===== src/rtl/wr_control_pkg.sv =====
// wr_control_pkg: shared FSM encoding and address-bus geometry for the output-path controllers.
package wr_control_pkg;
    typedef enum logic [1:0] {IDLE, RUN, DONE} state_e;
    localparam int ADDR_W = 8;
    function automatic int data_width(input int n);
        return ADDR_W * n;
    endfunction
endpackage


===== src/rtl/wr_control_if.sv =====
// wr_control_if: start request in, per-bank write enables/addresses and status out.
interface wr_control_if
    import wr_control_pkg::*;
#(
    parameter int width_height = 16
) ();
    localparam int DW = data_width(width_height);
    logic                    active;
    logic [ADDR_W-1:0]       base_addr;
    logic [width_height-1:0] wr_en;
    logic [DW-1:0]           wr_addr;
    logic                    busy;
    logic                    done;
    modport master (output active, base_addr, input wr_en, wr_addr, busy, done);
    modport slave  (input active, base_addr, output wr_en, wr_addr, busy, done);
endinterface


===== src/rtl/wr_control_wr_addr_lane.sv =====
// wr_addr_lane: enable and de-skewed row address for one output bank at pass cycle c.
module wr_addr_lane
    import wr_control_pkg::*;
#(
    parameter int N  = 16,
    parameter int J  = 0,
    parameter int CW = 5
) (
    input  logic [CW-1:0]     c_i,
    input  logic [ADDR_W-1:0] base_i,
    output logic              en_o,
    output logic [ADDR_W-1:0] addr_o
);
    int row;
    always_comb begin
        row    = int'(c_i) - J;
        en_o   = (row >= 0) && (row < N);
        addr_o = en_o ? base_i + ADDR_W'(row) : '0;
    end
endmodule


===== src/rtl/wr_control.sv =====
// wr_control: sequences staggered per-bank writes that de-skew the array's diagonal output.
module wr_control
    import wr_control_pkg::*;
#(
    parameter int width_height = 16
) (
    input  logic         clk,
    input  logic         reset,
    wr_control_if.slave  bus
);
    localparam int DW = data_width(width_height);
    localparam int CW = $clog2(2 * width_height);
    localparam logic [CW-1:0] C_LAST = CW'(2 * width_height - 2);

    state_e                  state_q, state_d;
    logic [CW-1:0]           c_q, c_d;
    logic [ADDR_W-1:0]       base_q, base_d;
    logic [width_height-1:0] en_l, wr_en_q;
    logic [DW-1:0]           addr_l, wr_addr_q;
    logic                    busy_q, done_q;

    always_comb begin
        state_d = state_q;
        c_d     = c_q;
        base_d  = base_q;
        unique case (state_q)
            IDLE: if (bus.active) begin
                state_d = RUN;
                c_d     = '0;
                base_d  = bus.base_addr;
            end
            RUN: begin
                state_d = (c_q == C_LAST) ? DONE : RUN;
                c_d     = (c_q == C_LAST) ? c_q : c_q + 1'b1;
            end
            DONE: begin
                state_d = IDLE;
                c_d     = '0;
            end
            default: state_d = IDLE;
        endcase
    end

    // Lanes look at next-state values so every output can be registered.
    for (genvar j = 0; j < width_height; j++) begin : g_lane
        wr_addr_lane #(.N(width_height), .J(j), .CW(CW)) u_lane (
            .c_i    (c_d),
            .base_i (base_d),
            .en_o   (en_l[j]),
            .addr_o (addr_l[ADDR_W*j +: ADDR_W])
        );
    end

    always_ff @(posedge clk or negedge reset) begin
        if (!reset) begin
            state_q   <= IDLE;
            c_q       <= '0;
            base_q    <= '0;
            wr_en_q   <= '0;
            wr_addr_q <= '0;
            busy_q    <= 1'b0;
            done_q    <= 1'b0;
        end else begin
            state_q   <= state_d;
            c_q       <= c_d;
            base_q    <= base_d;
            wr_en_q   <= (state_d == RUN) ? en_l : '0;
            wr_addr_q <= (state_d == RUN) ? addr_l : '0;
            busy_q    <= (state_d == RUN);
            done_q    <= (state_d == DONE);
        end
    end

    assign bus.wr_en   = wr_en_q;
    assign bus.wr_addr = wr_addr_q;
    assign bus.busy    = busy_q;
    assign bus.done    = done_q;
endmodule


===== src/flat_wrapper.sv =====
// flat-port wrapper written by rule: the top's interface ports become plain ports
module wr_control_flat import wr_control_pkg::*;
#(
    parameter int width_height = 16
)
  (clk, reset, bus_active, bus_base_addr, bus_wr_en, bus_wr_addr, bus_busy, bus_done);
  wr_control_if #(.width_height(width_height)) bus_i ();
  input  logic clk;
  input  logic reset;
  input wire logic [$bits(bus_i.active)-1:0] bus_active;
  input wire logic [$bits(bus_i.base_addr)-1:0] bus_base_addr;
  output wire logic [$bits(bus_i.wr_en)-1:0] bus_wr_en;
  output wire logic [$bits(bus_i.wr_addr)-1:0] bus_wr_addr;
  output wire logic [$bits(bus_i.busy)-1:0] bus_busy;
  output wire logic [$bits(bus_i.done)-1:0] bus_done;
  assign bus_i.active = bus_active;
  assign bus_i.base_addr = bus_base_addr;
  assign bus_wr_en = bus_i.wr_en;
  assign bus_wr_addr = bus_i.wr_addr;
  assign bus_busy = bus_i.busy;
  assign bus_done = bus_i.done;
  wr_control #(.width_height(width_height)) u_core (.clk(clk), .reset(reset), .bus(bus_i));
endmodule

===== config.mk =====
export PLATFORM = sky130hd
export DESIGN_NAME = wr_control_flat
export DESIGN_NICKNAME = d
export VERILOG_FILES = /design/src/rtl/wr_control_pkg.sv /design/src/rtl/wr_control_if.sv /design/src/rtl/wr_control_wr_addr_lane.sv /design/src/rtl/wr_control.sv /design/src/flat_wrapper.sv
export SDC_FILE = /design/constraint.sdc
export NUM_CORES = 1
export LEC_CHECK = 0
export CAP_MARGIN = 5
export CORE_MARGIN = 3
export CORE_UTILIZATION = 30
export DETAILED_ROUTE_END_ITERATION = 8
export GPL_TIMING_DRIVEN = 0
export HOLD_SLACK_MARGIN = 0.02
export PLACE_DENSITY = 0.55
export SLEW_MARGIN = 40
export SYNTH_ARGS = -nofsm -noshare
export SYNTH_HDL_FRONTEND = slang
export SYNTH_SLANG_ARGS = --single-unit
export TNS_END_PERCENT = 10

===== constraint.sdc =====
create_clock -name clk -period 11.2 [get_ports clk]
set_clock_uncertainty 0.2 [all_clocks]
set_input_delay 1.68 -clock clk [delete_from_list [all_inputs] [get_ports clk]]
set_output_delay 1.68 -clock clk [all_outputs]
set_load 0.01 [all_outputs]

# Yosys cells after proc, flatten, opt, wreduce, memory -nomap -nowiden
# Cells that the tools add are included.
# op_classes
n_mux	26
order_cmp	32
reduce_logical	17
eq_ne	5
n_addsub	32
# op_table
op	count
$ge A32 B1 Y1 const B	15
$lt A32 B6 Y1 const B	15
$mux W8	18
$mux W128	1
$add A8 B8 Y8	15
$sub A5 B4 Y6 const B	8
$sub A5 B3 Y6 const B	4
$logic_and A1 B1 Y1	16
$mux W16	1
$pmux W5 S3	1
$sub A5 B2 Y6 const B	2
$mux W5	2
$add A8 B5 Y8	1
$sub A5 B1 Y6 const B	1
$add A5 B1 Y5 const B	1
$eq A5 B5 Y1 const B	1
$ge A5 B1 Y1 const B	1
$lt A5 B5 Y1 const B	1
$eq A2 B1 Y1 const B	2
$eq A2 B2 Y1 const B	2
$mux W2	2
$pmux W2 S2	1
$logic_not A2 Y1	1
# totals
inputBits	11
wordCells	119
regBits	161
out_inout_bits	146

# Longest topological paths before layout
# depth
word_depth	8
ltp_mapped	19
ltp_nobuf	18

# Modules after synthesis
# Synthesis repeated with hierarchy kept, for this count alone.
# unflattened
hier_cells	1225
area_unflattened_um2	12590.8
# modules_own_cells
module	seq_area_each_um2	cells_each	area_per_inst_um2	n_inst
wr_control	4028.9	361	5954.5	1
wr_addr_lane at u_core.g_lane[9].u_lane	0.0	59	486.7	1
wr_addr_lane at u_core.g_lane[5].u_lane	0.0	59	469.2	1
wr_addr_lane at u_core.g_lane[1].u_lane	0.0	60	456.7	1
wr_addr_lane at u_core.g_lane[11].u_lane	0.0	59	444.2	1
wr_addr_lane at u_core.g_lane[3].u_lane	0.0	56	432.9	1
wr_addr_lane at u_core.g_lane[6].u_lane	0.0	51	431.7	1
wr_addr_lane at u_core.g_lane[13].u_lane	0.0	57	430.4	1
wr_addr_lane at u_core.g_lane[2].u_lane	0.0	55	430.4	1
wr_addr_lane at u_core.g_lane[7].u_lane	0.0	57	425.4	1
wr_addr_lane at u_core.g_lane[15].u_lane	0.0	54	422.9	1
wr_addr_lane at u_core.g_lane[10].u_lane	0.0	54	400.4	1
wr_addr_lane at u_core.g_lane[14].u_lane	0.0	52	379.1	1
wr_addr_lane at u_core.g_lane[12].u_lane	0.0	50	377.9	1
+3 rows	-	-	-	-

# Worst setup path before layout
# No wires, ideal clock.
# synth_path
kind	input -> register
from	input port bus_active
to	register u_core.wr_addr_q[14] (netlist: u_core.bus.wr_addr[14])
path_slack_ns	6.033
path_stages	17
t_arrival_ns	4.841
path_buffers	0
t_required_ns	10.873
cell_sequence	or3_1 -> and2_1 -> o22ai_2 -> inv_1 -> ha_1 -> nand2_1 -> or3_1 -> o2111ai_1 -> xnor2_1 -> inv_1 -> ha_1 -> o21a_1 -> or2_2 -> a21oi_1 -> nor2_1 -> xnor2_1 -> nor2_1
# synth_between
elab_chain_cells	7
# synth_lines
element	line	text
from (decl)	flat_wrapper.sv:10	input wire logic [$bits(bus_i.active)-1:0] bus_active;
$mux W5 *	wr_control.sv:27	IDLE: if (bus.active) begin
$pmux W5 S3 *	wr_control.sv:26	unique case (state_q)
via u_core.c_d[1]	wr_control.sv:16	logic [CW-1:0] c_q, c_d;
$sub A5 B1 Y6 *	wr_control_wr_addr_lane.sv:16	row = int'(c_i) - J;
$ge A32 B1 Y1 or $lt A32 B6 Y1 (tied branches)	wr_control_wr_addr_lane.sv:17	en_o = (row >= 0) && (row < N);
$logic_and A1 B1 Y1	wr_control_wr_addr_lane.sv:17	
$mux W8 *	wr_control_wr_addr_lane.sv:18	addr_o = en_o ? base_i + ADDR_W'(row) : '0;
$mux W128 *	wr_control.sv:68	wr_addr_q <= (state_d == RUN) ? addr_l : '0;
to (signal assigned)	wr_control.sv:68	
to (decl)	wr_control.sv:19	logic [DW-1:0] addr_l, wr_addr_q;
# The timed path passes the listed nets; every way through them passes the cells marked *.

# Final worst setup path
# Ends and elaborated chain as after synthesis.

==> metrics.md <==
| Metric | Value |
|---|---|
| Nets | `1137` |
| CP Max Fanout | `13` |
| Relative slew slack | `45.7%` |
| Synth warnings | `0` |
| Worst hold slack | `0.332 ns` |
| RSZ-0062 raised after global routing | `false` |
| Largest net degree at the start of global routing | `71` |
| Resized cells post-CTS | `0` |
| Initial drt markers | `389` |
| Post-synthesis instance total | `865` |
| Initial antenna violation count | `0` |
| Endpoint class of the critical path | `register` |
| Yosys reg bits | `161` |
| CTS tree | `done` |
| GR peak layer | `met2` |
| Fmax | `170 MHz` |
| RePlAce Congestion | `0.883` |
| Die H | `177 um` |
| Synth area leader | `dfrtp_1` |
| Post-Syn Area per Cell | `10.2 um2` |
| CTS clk-pin slew, worst paths | `0.07 ns` |
| Final Critical Period | `5.90 ns` |
| Worst-Skew Late Latency | `0.43 ns` |
| Routed WL | `24900 um` |
| Critical path startpoint category | `primary input` |
| GR Util met1 | `21.0%` |
| Hold Buf Count CTS | `0` |
| Most frequent cells in the layout | `dfrtp_1 (161), clkdlybuf4s50_1 (155), nor2_1 (148)` |
| Cell area after synthesis | `8790 um2` |
| Yosys top cell area share | `45.8%` |
| Pre-CTS setup slack | `4.87 ns` |
| H-tree lvl count | `4` |
| Longest Clk Path Bufs | `2` |
| Die footprint | `31400 um2` |
| Seq/Total Area, Yosys | `45.8%` |
| Critical path class | `in -> reg` |
| Final Hold Viols | `0` |
| Area grow syn2layout | `30.9%` |
| Design area | `11500 um2` |
| FILL cells | `2812` |
| Routed Antenna Nets | `0` |
| CP required | `11.31 ns` |
| HPWL Detailed | `17800 um` |
| Top post-synthesis cells by area | `dfrtp_1 (46%), ha_1 (11%), xnor2_1 (8.0%)` |
| TritonRoute pass-1 iters | `5` |
| Sink Count | `161` |
| N_diodes | `0` |
| Post-synth top flop | `dfrtp_1` |
| Num CTS Buffers | `17` |
| Critical path data arrival time | `6.01 ns` |
| Via count | `6541` |
| Share of cells above drive strength 1 | `9.38%` |
| Global Route Usage Sum | `16.0%` |
| GRT overflow | `0` |
| Netlist cell types | `68` |
| Final setup fails | `0` |
| Post-CTS Setup Bufs | `0` |
| MaxCap Viol Count | `0` |
| Post-synth EDFFs | `0` |
| Area of the core | `28800 um2` |
| Placed inst area | `10900 um2` |
| Die X | `177 um` |
| Status | `finished clean` |
| Routed wire per std cell | `17.3 um` |
| Drc violations | `0` |
| GRT met2 Usage | `27.1%` |
| FF+latch area | `4030 um2` |
| Async SR Flop Fraction | `100%` |
| Area taken by multi-input logic gates | `4410 um2` |
| Slew @ Worst Pin | `0.814 ns` |
| Worst hold path class | `reg -> reg` |
| Site Rows | `62` |
| Via-to-Cell Ratio | `4.55` |
| Fin crit share | `52.6%` |
| First-pass GRT wire length | `38000 um` |
| Commonest non-fill, non-tap cell in the layout | `dfrtp_1` |
| Clock Tree Root | `clkbuf_16` |
| Post-Syn Nets | `960` |
| Vias in the first global route | `6660` |
| I/O pins | `157` |
| Starting Density | `30.6%` |
| Port bufs | `156` |
| Grt met3 use | `2.79%` |
| Max-slew violations | `0` |
| Setup_tns | `0 ns` |
| Final WS setup | `5.30 ns` |
Yosys cell counts, drive strengths merged, types with 12 or more instances:
| library cell | n |
|---|---|
| xor2 | 24 |
| a21oi | 52 |
| inv | 61 |
| nor2b | 13 |
| o21a | 12 |
| nor2 | 156 |
| xnor2 | 80 |
| nor3 | 18 |
| a21o | 21 |
| buf | 18 |
| ha | 80 |
| dfrtp | 161 |
| nand2 | 40 |
| o21ai | 23 |
routing by layer:
layer	vias to the layer above	wire length (um)
met1	3123	11200
met2	168	12000
li1	3224	-
met5	-	0
met3	26	1230
met4	0	366
state kept, by name, summed over array words and instances, names as in the netlist:
signal,flops
u_core.bus.busy,1
u_core.bus.done,1
u_core.bus.wr_addr,128
u_core.base_q,8
u_core.state_q,2
u_core.bus.wr_en,16
u_core.c_q,5
critical path: stages:
cell and delay (ns):
clkdlybuf4s50_1 0.48, or3_1 0.45, and2_1 0.21, o22ai_2 0.51, inv_1 0.34, ha_1 0.32
nand2_1 0.08, or3_1 0.11, o2111ai_1 0.29, xnor2_1 0.30, inv_1 0.07, ha_1 0.33
o21a_1 0.12, or2_2 0.29, a21oi_1 0.15, nor2_1 0.06, xnor2_1 0.16, nor2_1 0.06
worst paths after layout:
| kind | startpoint | end | slack [ns] | depth (start not counted) |
|---|---|---|---|---|
| setup / recovery | bus_active | u_core.bus.wr_addr[14]$_DFF_PN0_ | 5.30 | 18 |
| hold / removal | u_core.base_q[0]$_DFF_PN0_ | u_core.base_q[0]$_DFF_PN0_ | 0.33 | 1 |
| setup reg to reg | u_core.c_q[0]$_DFF_PN0_ | u_core.bus.wr_addr[47]$_DFF_PN0_ | 6.54 | 18 |
| hold reg to reg | u_core.base_q[0]$_DFF_PN0_ | u_core.base_q[0]$_DFF_PN0_ | 0.33 | 1 |
| max in group asynchronous | reset | u_core.bus.wr_addr[23]$_DFF_PN0_ | 8.95 | 3 |
| min in group asynchronous | reset | u_core.bus.wr_en[7]$_DFF_PN0_ | 0.88 | 1 |
logic make-up after synthesis:
group                    count (synthesis)  share of synthesized area, %
AO/OA/AOI/OAI                          153                          11.9
XOR/XNOR                               104                          10.4
adder cells (fa/ha/maj)                 84                          12.3
buffers and inverters                   83                          4.18
flip-flops                             161                          45.8
multiplexers                            13                          1.74
AND/OR/NAND/NOR                        267                          13.7
final cells by class:
cell class              count  share of cell area (%)
multi-input cells         621                    38.3
repair buffers            158                    14.1
flip-flops and latches    161                    35.0
inverters                  61                    2.01
plain buffers              22                    1.20
clock inverters            15                    1.49
well taps                 384                    4.17
clock buffers              17                    3.70
through the flow:
step / std cells / utilization, %
3_5_place_dp: 1407 / 37.9
4_1_cts: 1439 / 40.0
6_report: 1439 / 40.0
2_1_floorplan: 865 / -
5_1_grt: 1439 / 40.0
3_3_place_gp: 1405 / 37.7
Power is left out: the tool's default activity adds up to more than one toggle a clock period on the data nets, which glitch-free logic cannot reach.
==> variant (config.mk and constraints unchanged) <==
`width_height` is set to 16 in 3 places; all go to 8.
--- a/src/rtl/wr_control_if.sv
+++ b/src/rtl/wr_control_if.sv
@@ -2,7 +2,7 @@
 interface wr_control_if
     import wr_control_pkg::*;
 #(
-    parameter int width_height = 16
+    parameter int width_height = 8
 ) ();
     localparam int DW = data_width(width_height);
     logic                    active;
--- a/src/rtl/wr_control.sv
+++ b/src/rtl/wr_control.sv
@@ -2,7 +2,7 @@
 module wr_control
     import wr_control_pkg::*;
 #(
-    parameter int width_height = 16
+    parameter int width_height = 8
 ) (
     input  logic         clk,
     input  logic         reset,
--- a/src/flat_wrapper.sv
+++ b/src/flat_wrapper.sv
@@ -1,7 +1,7 @@
 // flat-port wrapper written by rule: the top's interface ports become plain ports
 module wr_control_flat import wr_control_pkg::*;
 #(
-    parameter int width_height = 16
+    parameter int width_height = 8
 )
   (clk, reset, bus_active, bus_base_addr, bus_wr_en, bus_wr_addr, bus_busy, bus_done);
   wr_control_if #(.width_height(width_height)) bus_i ();
Ports: changed (resized bus_wr_addr and bus_wr_en); port bits go from 157 to 85. No check against the original RTL was run, so the function may have changed too.
==> variant against the original RTL <==
Synthesized area shrank 45%; sequential cell count shrank 73; design area shrank 45%; wire length shrank 47%; global-route usage shrank 0.54 points; via count shrank 44%; setup slack gained 530 ps; register-to-register slack gained 470 ps; critical endpoint unchanged.
Power is not shown: default switching activity piles up to over one toggle a cycle in this logic, so the estimate is an artifact.
==> variant: results <==
[run_status]
status = finished clean

[routing]
wl_met3_um = 619
avgRoutedWirePerCell_um = 16.6
wl_met1_um = 6250
drt_iter0_markers = 248
via_per_inst = 4.67
wl_met2_um = 5900
first_pass_iters = 4

[global_routing]
grt_pass1_vias = 3877
grt.met1_usage_pct = 21.3
grt_util_met3_pct = 3.02
grt_max_degree = 47
grtUsageTotal_pct = 15.4
met2_usage_pct = 23.6
grt_pass1_wl_um = 21100

[placement]
port_buffers = 84
hpwlAfterDp_um = 9590
place_congestion = 0.857

[layout]
drive_gt1_share_pct = 7.80
diodes = 0
fillCellCount = 1506
nets = 625
largest_reg_flops = 64

[worst_setup_path]
r2r_cells = 14
critPathLaunch = bus_active
path_max_fanout = 10
path_class = in2reg
worst-r2r-setup-slack_ps = 7010
cpPeakStageDelay_ps = 520
critPathTopFamily = compound AO/OA/AOI/OAI gates
cp_slowest_cell = a311o_1
worstPathArrival_ps = 5380

[synthesis]
synth_area_leaders = dfrtp_1 (45%), ha_1 (9.8%), xnor2_1 (6.5%)
synth_compound_area_share_pct = 11.9
synth_nets = 529
yosysUniqueCellTypes = 60
synth_mux_area_share_pct = 3.59
synthXorXnorAreaFrac_pct = 7.92
synth_common_cells = dfrtp_1 (88), nor2_1 (63), ha_1 (38), inv_1 (38), xnor2_1 (36)
synth_fa_ha_area_share_pct = 12.1
synthArstFlopShare_pct = 100
seq_area_frac_synth_pct = 45.4
synth_top_family_by_area = simple AND/OR/NAND/NOR gates

[clocking]
insertion_delay_ps = 350
ctsHtreeMaxLevel = 3
numCtsBuffers = 9
ctsResizeCount = 0

[timing]
worstMarginPinSlew_ps = 750
setup_viol = 0
variant: final cells by class:
| cell class | count | share of cell area, % |
|---|---|---|
| plain buffers | 11 | 1.01 |
| clock buffers | 12 | 4.21 |
| clock inverters | 4 | 1.17 |
| inverters | 41 | 2.43 |
| multi-input cells | 336 | 38.5 |
| flip-flops and latches | 88 | 34.8 |
| well taps | 211 | 4.17 |
| repair buffers | 85 | 13.7 |
variant: stage by stage:
| step | area, um^2 | utilization, % | setup WS [ps] | hold WS (ps) | instances |
|---|---|---|---|---|---|
| 3_3_place_gp | 5950 | 38.4 | 5100 | 346 | 771 |
| 3_5_place_dp | 5990 | 38.7 | 5520 | 349 | 772 |
| 4_1_cts | 6330 | 40.9 | 5870 | 363 | 788 |
| 6_report | 6330 | 40.9 | 5830 | 363 | 788 |
| 2_1_floorplan | 4850 | - | 6530 | 293 | 476 |
| 5_1_grt | 6330 | 40.9 | 5430 | 381 | 788 |
